==> src/rtl/spi_slave_regfile_if.sv <==
// SPI pin bundle between the configuration-bus master and the responder.
// Ports: SCLK, SS_N, MOSI driven by master; MISO driven by slave.
interface spi_slave_regfile_if;
   logic SCLK;
   logic SS_N;
   logic MOSI;
   logic MISO;

   modport master (
      output SCLK,
      output SS_N,
      output MOSI,
      input  MISO
   );

   modport slave (
      input  SCLK,
      input  SS_N,
      input  MOSI,
      output MISO
   );
endinterface

==> src/rtl/spi_slave_regfile.sv <==
// SPI responder with a local 16-bit register bank, oversampled on clk_input.
// Ports: clk_input, reset (async, high), spi (slave modport), write/read
// strobes with address/data, frame_err, busy, host read port.
module spi_slave_regfile #(
   parameter int REG_DEPTH = 64,
   parameter int READ_GAP  = 2
) (
   input  logic                 clk_input,
   input  logic                 reset,
   spi_slave_regfile_if.slave   spi,
   output logic                 wr_strobe,
   output logic [8:0]           wr_addr,
   output logic [15:0]          wr_data,
   output logic                 rd_strobe,
   output logic [8:0]           rd_addr,
   output logic                 frame_err,
   output logic                 busy,
   input  logic [8:0]           host_addr,
   output logic [15:0]          host_rdata
);

   localparam int AW = (REG_DEPTH > 1) ? $clog2(REG_DEPTH) : 1;
   localparam logic [9:0] DEPTH10 = 10'(REG_DEPTH);

   localparam logic [5:0] CMD_LAST = 6'd9;
   localparam logic [5:0] WR_END   = 6'd25;
   localparam logic [5:0] WR_LAST  = 6'd26;
   localparam logic [5:0] GAP_END  = 6'(10 + READ_GAP);
   localparam logic [5:0] RD_LAST  = 6'(26 + READ_GAP);

   localparam logic [2:0] IDLE  = 3'd0;
   localparam logic [2:0] CMD   = 3'd1;
   localparam logic [2:0] GAP   = 3'd2;
   localparam logic [2:0] WDATA = 3'd3;
   localparam logic [2:0] RDATA = 3'd4;
   localparam logic [2:0] DONE  = 3'd5;

   logic [2:0]  sclk_q;
   logic [2:0]  ss_q;
   logic [1:0]  mosi_q;
   logic        sclk_rise;
   logic        sclk_fall;
   logic        ss_rise;
   logic        ss_fall;
   logic        mosi_s;

   logic [2:0]  state;
   logic [5:0]  bit_cnt;
   logic [8:0]  cmd_shift;
   logic [14:0] wr_shift;
   logic [15:0] rd_shift;
   logic [3:0]  rd_cnt;
   logic [8:0]  addr;
   logic        rw;
   logic        miso_q;

   logic [15:0] regs [REG_DEPTH];

   logic [9:0]  cmd_next;
   logic [8:0]  cmd_addr;
   logic [15:0] cmd_rdata;
   logic [15:0] wr_next;
   logic        addr_ok;
   logic        host_ok;

   // SS_N stages reset low so a select already low at reset release
   // cannot look like a fall until a high sample has been seen.
   always_ff @(posedge clk_input or posedge reset) begin
      if (reset) begin
         sclk_q <= '0;
         ss_q   <= '0;
         mosi_q <= '0;
      end else begin
         sclk_q <= {sclk_q[1:0], spi.SCLK};
         ss_q   <= {ss_q[1:0], spi.SS_N};
         mosi_q <= {mosi_q[0], spi.MOSI};
      end
   end

   assign sclk_rise = sclk_q[1] & ~sclk_q[2];
   assign sclk_fall = ~sclk_q[1] & sclk_q[2];
   assign ss_rise   = ss_q[1] & ~ss_q[2];
   assign ss_fall   = ~ss_q[1] & ss_q[2];
   assign mosi_s    = mosi_q[1];

   always_comb begin
      cmd_next  = {cmd_shift, mosi_s};
      cmd_addr  = cmd_next[9:1];
      wr_next   = {wr_shift, mosi_s};
      addr_ok   = ({1'b0, addr} < DEPTH10);
      host_ok   = ({1'b0, host_addr} < DEPTH10);
      cmd_rdata = '0;
      if ({1'b0, cmd_addr} < DEPTH10)
         cmd_rdata = regs[cmd_addr[AW-1:0]];
   end

   assign spi.MISO = miso_q;

   always_ff @(posedge clk_input or posedge reset) begin
      if (reset) begin
         state     <= IDLE;
         bit_cnt   <= '0;
         cmd_shift <= '0;
         wr_shift  <= '0;
         rd_shift  <= '0;
         rd_cnt    <= '0;
         addr      <= '0;
         rw        <= 1'b0;
         miso_q    <= 1'b0;
         busy      <= 1'b0;
         wr_strobe <= 1'b0;
         wr_addr   <= '0;
         wr_data   <= '0;
         rd_strobe <= 1'b0;
         rd_addr   <= '0;
         frame_err <= 1'b0;
         for (int i = 0; i < REG_DEPTH; i++)
            regs[i] <= '0;
      end else begin
         wr_strobe <= 1'b0;
         rd_strobe <= 1'b0;
         frame_err <= 1'b0;

         if (state == IDLE)
            bit_cnt <= '0;
         else if (sclk_rise && !ss_q[1] && bit_cnt != 6'd63)
            bit_cnt <= bit_cnt + 6'd1;

         unique case (state)
            IDLE: begin
               if (ss_fall) begin
                  state <= CMD;
                  busy  <= 1'b1;
               end
            end
            CMD: begin
               if (ss_rise) begin
                  state     <= IDLE;
                  busy      <= 1'b0;
                  miso_q    <= 1'b0;
                  frame_err <= 1'b1;
               end else if (sclk_rise) begin
                  cmd_shift <= cmd_next[8:0];
                  if (bit_cnt == CMD_LAST) begin
                     addr <= cmd_addr;
                     rw   <= cmd_next[0];
                     if (cmd_next[0]) begin
                        state <= WDATA;
                     end else begin
                        rd_strobe <= 1'b1;
                        rd_addr   <= cmd_addr;
                        rd_shift  <= cmd_rdata;
                        rd_cnt    <= '0;
                        state     <= (READ_GAP == 0) ? RDATA : GAP;
                     end
                  end
               end
            end
            GAP: begin
               if (ss_rise) begin
                  state     <= IDLE;
                  busy      <= 1'b0;
                  miso_q    <= 1'b0;
                  frame_err <= 1'b1;
               end else if (bit_cnt == GAP_END) begin
                  state <= RDATA;
               end
            end
            RDATA: begin
               if (ss_rise) begin
                  state     <= IDLE;
                  busy      <= 1'b0;
                  miso_q    <= 1'b0;
                  frame_err <= 1'b1;
               end else if (sclk_fall) begin
                  miso_q   <= rd_shift[15];
                  rd_shift <= {rd_shift[14:0], 1'b0};
                  rd_cnt   <= rd_cnt + 4'd1;
                  // last bit stays on MISO until the next fall in DONE
                  if (rd_cnt == 4'd15)
                     state <= DONE;
               end
            end
            WDATA: begin
               if (ss_rise) begin
                  state     <= IDLE;
                  busy      <= 1'b0;
                  miso_q    <= 1'b0;
                  frame_err <= 1'b1;
               end else if (sclk_rise) begin
                  wr_shift <= wr_next[14:0];
                  if (bit_cnt == WR_END) begin
                     if (addr_ok) begin
                        regs[addr[AW-1:0]] <= wr_next;
                        wr_strobe <= 1'b1;
                        wr_addr   <= addr;
                        wr_data   <= wr_next;
                     end
                     state <= DONE;
                  end
               end
            end
            DONE: begin
               if (ss_rise) begin
                  state     <= IDLE;
                  busy      <= 1'b0;
                  miso_q    <= 1'b0;
                  frame_err <= rw ? (bit_cnt > WR_LAST)
                                  : (bit_cnt > RD_LAST);
               end else if (sclk_fall) begin
                  miso_q <= 1'b0;
               end
            end
            default: begin
               state <= IDLE;
               busy  <= 1'b0;
            end
         endcase
      end
   end

   // Same-cycle SPI write shows here one cycle later (old value first).
   always_ff @(posedge clk_input or posedge reset) begin
      if (reset)
         host_rdata <= '0;
      else if (host_ok)
         host_rdata <= regs[host_addr[AW-1:0]];
      else
         host_rdata <= '0;
   end

endmodule

==> src/flat_wrapper.sv <==
// flat-port wrapper written by rule: the top's interface ports become plain ports
module spi_slave_regfile_flat 
#(
   parameter int REG_DEPTH = 64,
   parameter int READ_GAP  = 2
)
  (clk_input, reset, wr_strobe, wr_addr, wr_data, rd_strobe, rd_addr, frame_err, busy, host_addr, host_rdata, spi_SCLK, spi_SS_N, spi_MOSI, spi_MISO);
  spi_slave_regfile_if spi_i ();
  input  logic clk_input;
  input  logic reset;
  output logic wr_strobe;
  output logic [8:0] wr_addr;
  output logic [15:0] wr_data;
  output logic rd_strobe;
  output logic [8:0] rd_addr;
  output logic frame_err;
  output logic busy;
  input  logic [8:0] host_addr;
  output logic [15:0] host_rdata;
  input wire logic [$bits(spi_i.SCLK)-1:0] spi_SCLK;
  input wire logic [$bits(spi_i.SS_N)-1:0] spi_SS_N;
  input wire logic [$bits(spi_i.MOSI)-1:0] spi_MOSI;
  output wire logic [$bits(spi_i.MISO)-1:0] spi_MISO;
  assign spi_i.SCLK = spi_SCLK;
  assign spi_i.SS_N = spi_SS_N;
  assign spi_i.MOSI = spi_MOSI;
  assign spi_MISO = spi_i.MISO;
  spi_slave_regfile #(.REG_DEPTH(REG_DEPTH), .READ_GAP(READ_GAP)) u_core (.clk_input(clk_input), .reset(reset), .spi(spi_i), .wr_strobe(wr_strobe), .wr_addr(wr_addr), .wr_data(wr_data), .rd_strobe(rd_strobe), .rd_addr(rd_addr), .frame_err(frame_err), .busy(busy), .host_addr(host_addr), .host_rdata(host_rdata));
endmodule
==> config.mk <==
export PLATFORM = sky130hd
export DESIGN_NAME = spi_slave_regfile_flat
export DESIGN_NICKNAME = d
export VERILOG_FILES = /design/src/rtl/spi_slave_regfile_if.sv /design/src/rtl/spi_slave_regfile.sv /design/src/flat_wrapper.sv
export SDC_FILE = /design/constraint.sdc
export NUM_CORES = 2
export LEC_CHECK = 0
export CORE_MARGIN = 10
export CORE_UTILIZATION = 65
export DETAILED_ROUTE_END_ITERATION = 16
export PLACE_DENSITY_LB_ADDON = 0.2
export SLEW_MARGIN = 10
export SYNTH_ARGS = -nofsm -noshare
export SYNTH_HDL_FRONTEND = slang
export SYNTH_SLANG_ARGS = --single-unit
==> constraint.sdc <==
create_clock -name clk_input -period 55.5 [get_ports clk_input]
set_clock_uncertainty 0.05 [all_clocks]
set_input_delay 8.325 -clock clk_input [delete_from_list [all_inputs] [get_ports clk_input]]
set_output_delay 8.325 -clock clk_input [all_outputs]
set_load 0.1 [all_outputs]
==> qor.log <==
qor: min_path.hold_class reg -> reg
qor: sta.finalCriticalPeriod 12180 ps
qor: logic_synthesis.synth.lib_cells_used.distinct 70
qor: global_route.antenna_found_initial 5
qor: floorplanning.initial_core_utilization 65.69%
qor: cts.cts_hold_buf 0
qor: sta.final_hold_violations 0
qor: logic_synthesis.synthesis.area 0.06031 sq mm
qor: cts.cts_tree built
qor: setup_path.crit-reg2reg-capture u_core.regs[874]
qor: cts.clock_sink_count 1150
qor: route.via_cell_ratio 7.406
qor: run_status.outcome finished, violations left
qor: floorplanning.die_area 0.1054 sq mm
qor: route.drt_first_iter_violations 4889
qor: placement.io_buffer_count 68
qor: finish.utilization 71.23%
qor: sta.max_freq 82.07 MHz
qor: pwr.static_leakage_power 29.86 nW
qor: floorplanning.floorplan.die.width 324.6 um
qor: setup_path.path_cells clkdlybuf4s50_1 > inv_8 > buf_4 > buf_4 > buf_4 > buf_4
qor: sta.timing.final.setup_violations 0
qor: floorplanning.top_level_ports 69
qor: placement.place.detailed.instances 4969
qor: setup_path.cp.required 56210 ps
qor: run_status.violations capacitance limit, slew limit
qor: sta.slew_violations 3
qor: floorplanning.die_y_extent 324.6 um
qor: finish.num-nets-final 3866
qor: route.detailedRoute.firstPassIterationCount 5
qor: finish.layout_common_cells sky130_fd_sc_hd__dfrtp_1 (1130), sky130_fd_sc_hd__mux2_2 (986), sky130_fd_sc_hd__mux4_2 (503)
qor: setup_path.critical-path-top-delay-family buffers and inverters
qor: floorplanning.core-area 0.09180 sq mm
qor: setup_path.worstSetupPathType in -> async
qor: cts.cts.root.buffer_cell sky130_fd_sc_hd__clkbuf_16
qor: finish.layout.cells.most_common sky130_fd_sc_hd__dfrtp_1
qor: setup_path.crit_path_end_kind asynchronous set/reset pin
qor: cts.postCtsResizedCells 0
qor: setup_path.worst-r2r-cell-count 8
qor: logic_synthesis.syn_nets 3990
qor: min_path.hold_depth 0
qor: logic_synthesis.synth_cells 3972
qor: finish.non_filler_cells_final 5197
qor: setup_path.critical_path_buf_inv_count 6
qor: logic_synthesis.yosysWarnings 0
qor: logic_synthesis.ys_seq_area_share 47.72%
qor: cts.clock_latency 730 ps
qor: logic_synthesis.async_flop_share 100.0%
qor: setup_path.critPathMaxStageDelay 850 ps
qor: sta.setup_total_negative_slack 0 ps
qor: finish.area_delta_synth_final 8.425%
qor: global_route.grt_pass1_wl 267900 um
qor: pwr.powerDensity 32.16 mW/mm^2
qor: route.detail_routed_net_length_per_standard_cell 34.46 um
qor: sta.final_cycle_share 21.95%
qor: pwr.ir_drop 0.00003761 V
qor: cts.cts_setup_buffers 0
qor: route.num_vias 38487
qor: global_route.grt_use_total 33.96%
qor: floorplanning.num_rows 111
qor: setup_path.critical_path_depth 6
qor: logic_synthesis.synth_enable_flop_cells 0
qor: setup_path.startpoint_type primary input
qor: setup_path.cp_arrival 12890 ps
qor: sta.rsz0062_at_grt no
qor: placement.gp_congestion 0.9665
qor: setup_path.critical-path-top-cell-by-count sky130_fd_sc_hd__buf_4
qor: route.antenna_left 0
qor: logic_synthesis.synth-seq-cells 1150
qor: flow_run.timing.max_cap.violations 2
qor: cts.clock_tree.htree_level_count 3
qor: route.route.final.wire_length 179100 um
qor: sta.tightest_slew_margin_relative_to_the_limit -0.8809%
qor: global_route.grt_pass1_vias 38629
qor: setup_path.crit_slowest_cell sky130_fd_sc_hd__buf_4
qor: global_route.global_route.overflow_total 0
qor: min_path.hold-path-endpoint u_core.mosi_q[1]
qor: cts.cts_made_buffers 119
qor: logic_synthesis.syn_area_per_cell 15.18 sq um
qor: cts.path_clk_slew 60 ps
qor: finish.drive_above_1_share 48.30%
qor: setup_path.critical_path_peak_fanout 126
qor: setup_path.setup.reg_to_reg.worst_slack 50970 ps
qor: setup_path.worst_r2r_startpoint u_core.bit_cnt[1]
qor: min_path.min-delay-start u_core.mosi_q[0]
qor: cts.clock_path_buffers 3
qor: global_route.grt_start_max_net_pins 174
qor: sta.timing_worst_slew_pin_value 1504 ps
qor: route.drcViolationCount 0
qor: placement.detailedPlacementHpwl 109800 um
qor: logic_synthesis.dominantRegCellSynth sky130_fd_sc_hd__dfrtp_1
[worst max path at each step]
stage	to	startpoint	slack, ps
after global routing	u_core.regs[949]	reset	42720
after detailed placement	u_core.regs[920]	reset	42470
final	u_core.regs[951]	reset	43320
after global placement	u_core.regs[952]	reset	42490
after CTS	u_core.regs[547]	reset	43210
after floorplan	u_core.addr[0]	reset	14740
[area by class of cell]
cell class / instances / area (sq um)
Inverter: 12 / 53.80
Clock buffer: 177 / 3527
Antenna cell: 2 / 5.005
Timing Repair Buffer: 146 / 1365
Tap cell: 1243 / 1555
Fill cell: 5934 / 26410
Clock inverter: 48 / 417.9
Sequential cell: 1150 / 28810
Multi-Input combinational cell: 2419 / 29650
[Yosys cell counts (5+ instances only)]
| library cell | number | area (sq um) |
|---|---|---|
| sky130_fd_sc_hd__a211oi_1 | 17 | 127.6 |
| sky130_fd_sc_hd__a21oi_1 | 52 | 260.3 |
| sky130_fd_sc_hd__a22o_1 | 6 | 52.55 |
| sky130_fd_sc_hd__a22oi_1 | 52 | 390.4 |
| sky130_fd_sc_hd__a32o_1 | 16 | 160.2 |
| sky130_fd_sc_hd__and2_1 | 9 | 56.30 |
| sky130_fd_sc_hd__buf_1 | 40 | 150.1 |
| sky130_fd_sc_hd__buf_2 | 63 | 315.3 |
| sky130_fd_sc_hd__buf_4 | 53 | 397.9 |
| sky130_fd_sc_hd__buf_6 | 8 | 90.09 |
| sky130_fd_sc_hd__clkbuf_1 | 223 | 837.1 |
| sky130_fd_sc_hd__dfrtp_1 | 1150 | 28780 |
| sky130_fd_sc_hd__inv_1 | 11 | 41.29 |
| sky130_fd_sc_hd__mux2_1 | 73 | 822.0 |
| sky130_fd_sc_hd__mux2_2 | 986 | 11100 |
| sky130_fd_sc_hd__mux2_4 | 30 | 450.4 |
| sky130_fd_sc_hd__mux2i_1 | 166 | 1662 |
| sky130_fd_sc_hd__mux4_2 | 503 | 11330 |
| sky130_fd_sc_hd__nand2_1 | 141 | 529.3 |
| sky130_fd_sc_hd__nand2b_1 | 12 | 75.07 |
| sky130_fd_sc_hd__nand3_1 | 20 | 100.1 |
| sky130_fd_sc_hd__nand4_1 | 7 | 43.79 |
| sky130_fd_sc_hd__nand4b_1 | 5 | 43.79 |
| sky130_fd_sc_hd__nor2_1 | 41 | 153.9 |
| sky130_fd_sc_hd__nor2_2 | 17 | 106.4 |
| sky130_fd_sc_hd__nor2_4 | 32 | 360.4 |
| sky130_fd_sc_hd__nor2_8 | 8 | 160.2 |
| sky130_fd_sc_hd__nor2b_1 | 16 | 100.1 |
| sky130_fd_sc_hd__nor3_1 | 7 | 35.03 |
| sky130_fd_sc_hd__nor4_1 | 17 | 106.4 |
| sky130_fd_sc_hd__o211ai_1 | 6 | 45.04 |
| sky130_fd_sc_hd__o21ai_0 | 50 | 250.2 |
| sky130_fd_sc_hd__o221ai_1 | 12 | 105.1 |
| sky130_fd_sc_hd__o22ai_1 | 49 | 306.5 |
| sky130_fd_sc_hd__o31ai_1 | 10 | 75.07 |
| sky130_fd_sc_hd__or3_1 | 5 | 31.28 |
[where the power goes]
part	switching (W)	leakage [nW]	internal [W]
Clock	0.000351	1.95	0.000459
Sequential	0.0000304	16.0	0.000850
Combinational	0.000281	11.9	0.000132
Total	0.000662	29.9	0.00144
[layer usage]
| layer | track usage, % | wire length, um | vias to the layer above |
|---|---|---|---|
| li1 | - | - | 15027 |
| met5 | 0 | 51 | - |
| met4 | 15.15 | 9456 | 8 |
| met3 | 11.26 | 21660 | 473 |
| met2 | 48.99 | 79060 | 2433 |
| met1 | 46.88 | 68880 | 20546 |
[sequential cells by signal, indices dropped and copies added, names as in the netlist, 4 cells and up]
register	count
u_core.regs	1024
u_core.host_rdata	16
u_core.rd_shift	16
u_core.wr_data	16
u_core.wr_shift	15
u_core.addr	9
u_core.cmd_addr	9
u_core.rd_addr	9
u_core.wr_addr	9
u_core.bit_cnt	6
u_core.rd_cnt	4
[per-stage QoR]
step           area [sq um]  worst slack, ps  power, W  hold WS (ps)
2_1_floorplan         60310            14740  0.001156         281.2
3_3_place_gp          61410            42490  0.001295         294.7
3_5_place_dp          61420            42470  0.001298         287.2
4_1_cts               65370            43210  0.002097         308.6
5_1_grt               65380            42720  0.002159         309.2
6_report              65390            43320  0.002103         306.8
[cell families after synthesis]
logic type,count (synthesis),synth area share [%]
compound gates,287,3.170
xor+xnor,5,0.07263
fa+ha+maj,4,0.08299
buf+inv,403,3.176
flops,1150,47.72
mux,1758,42.06
simple gates,365,3.720
Power figures use the tool's default switching activity.
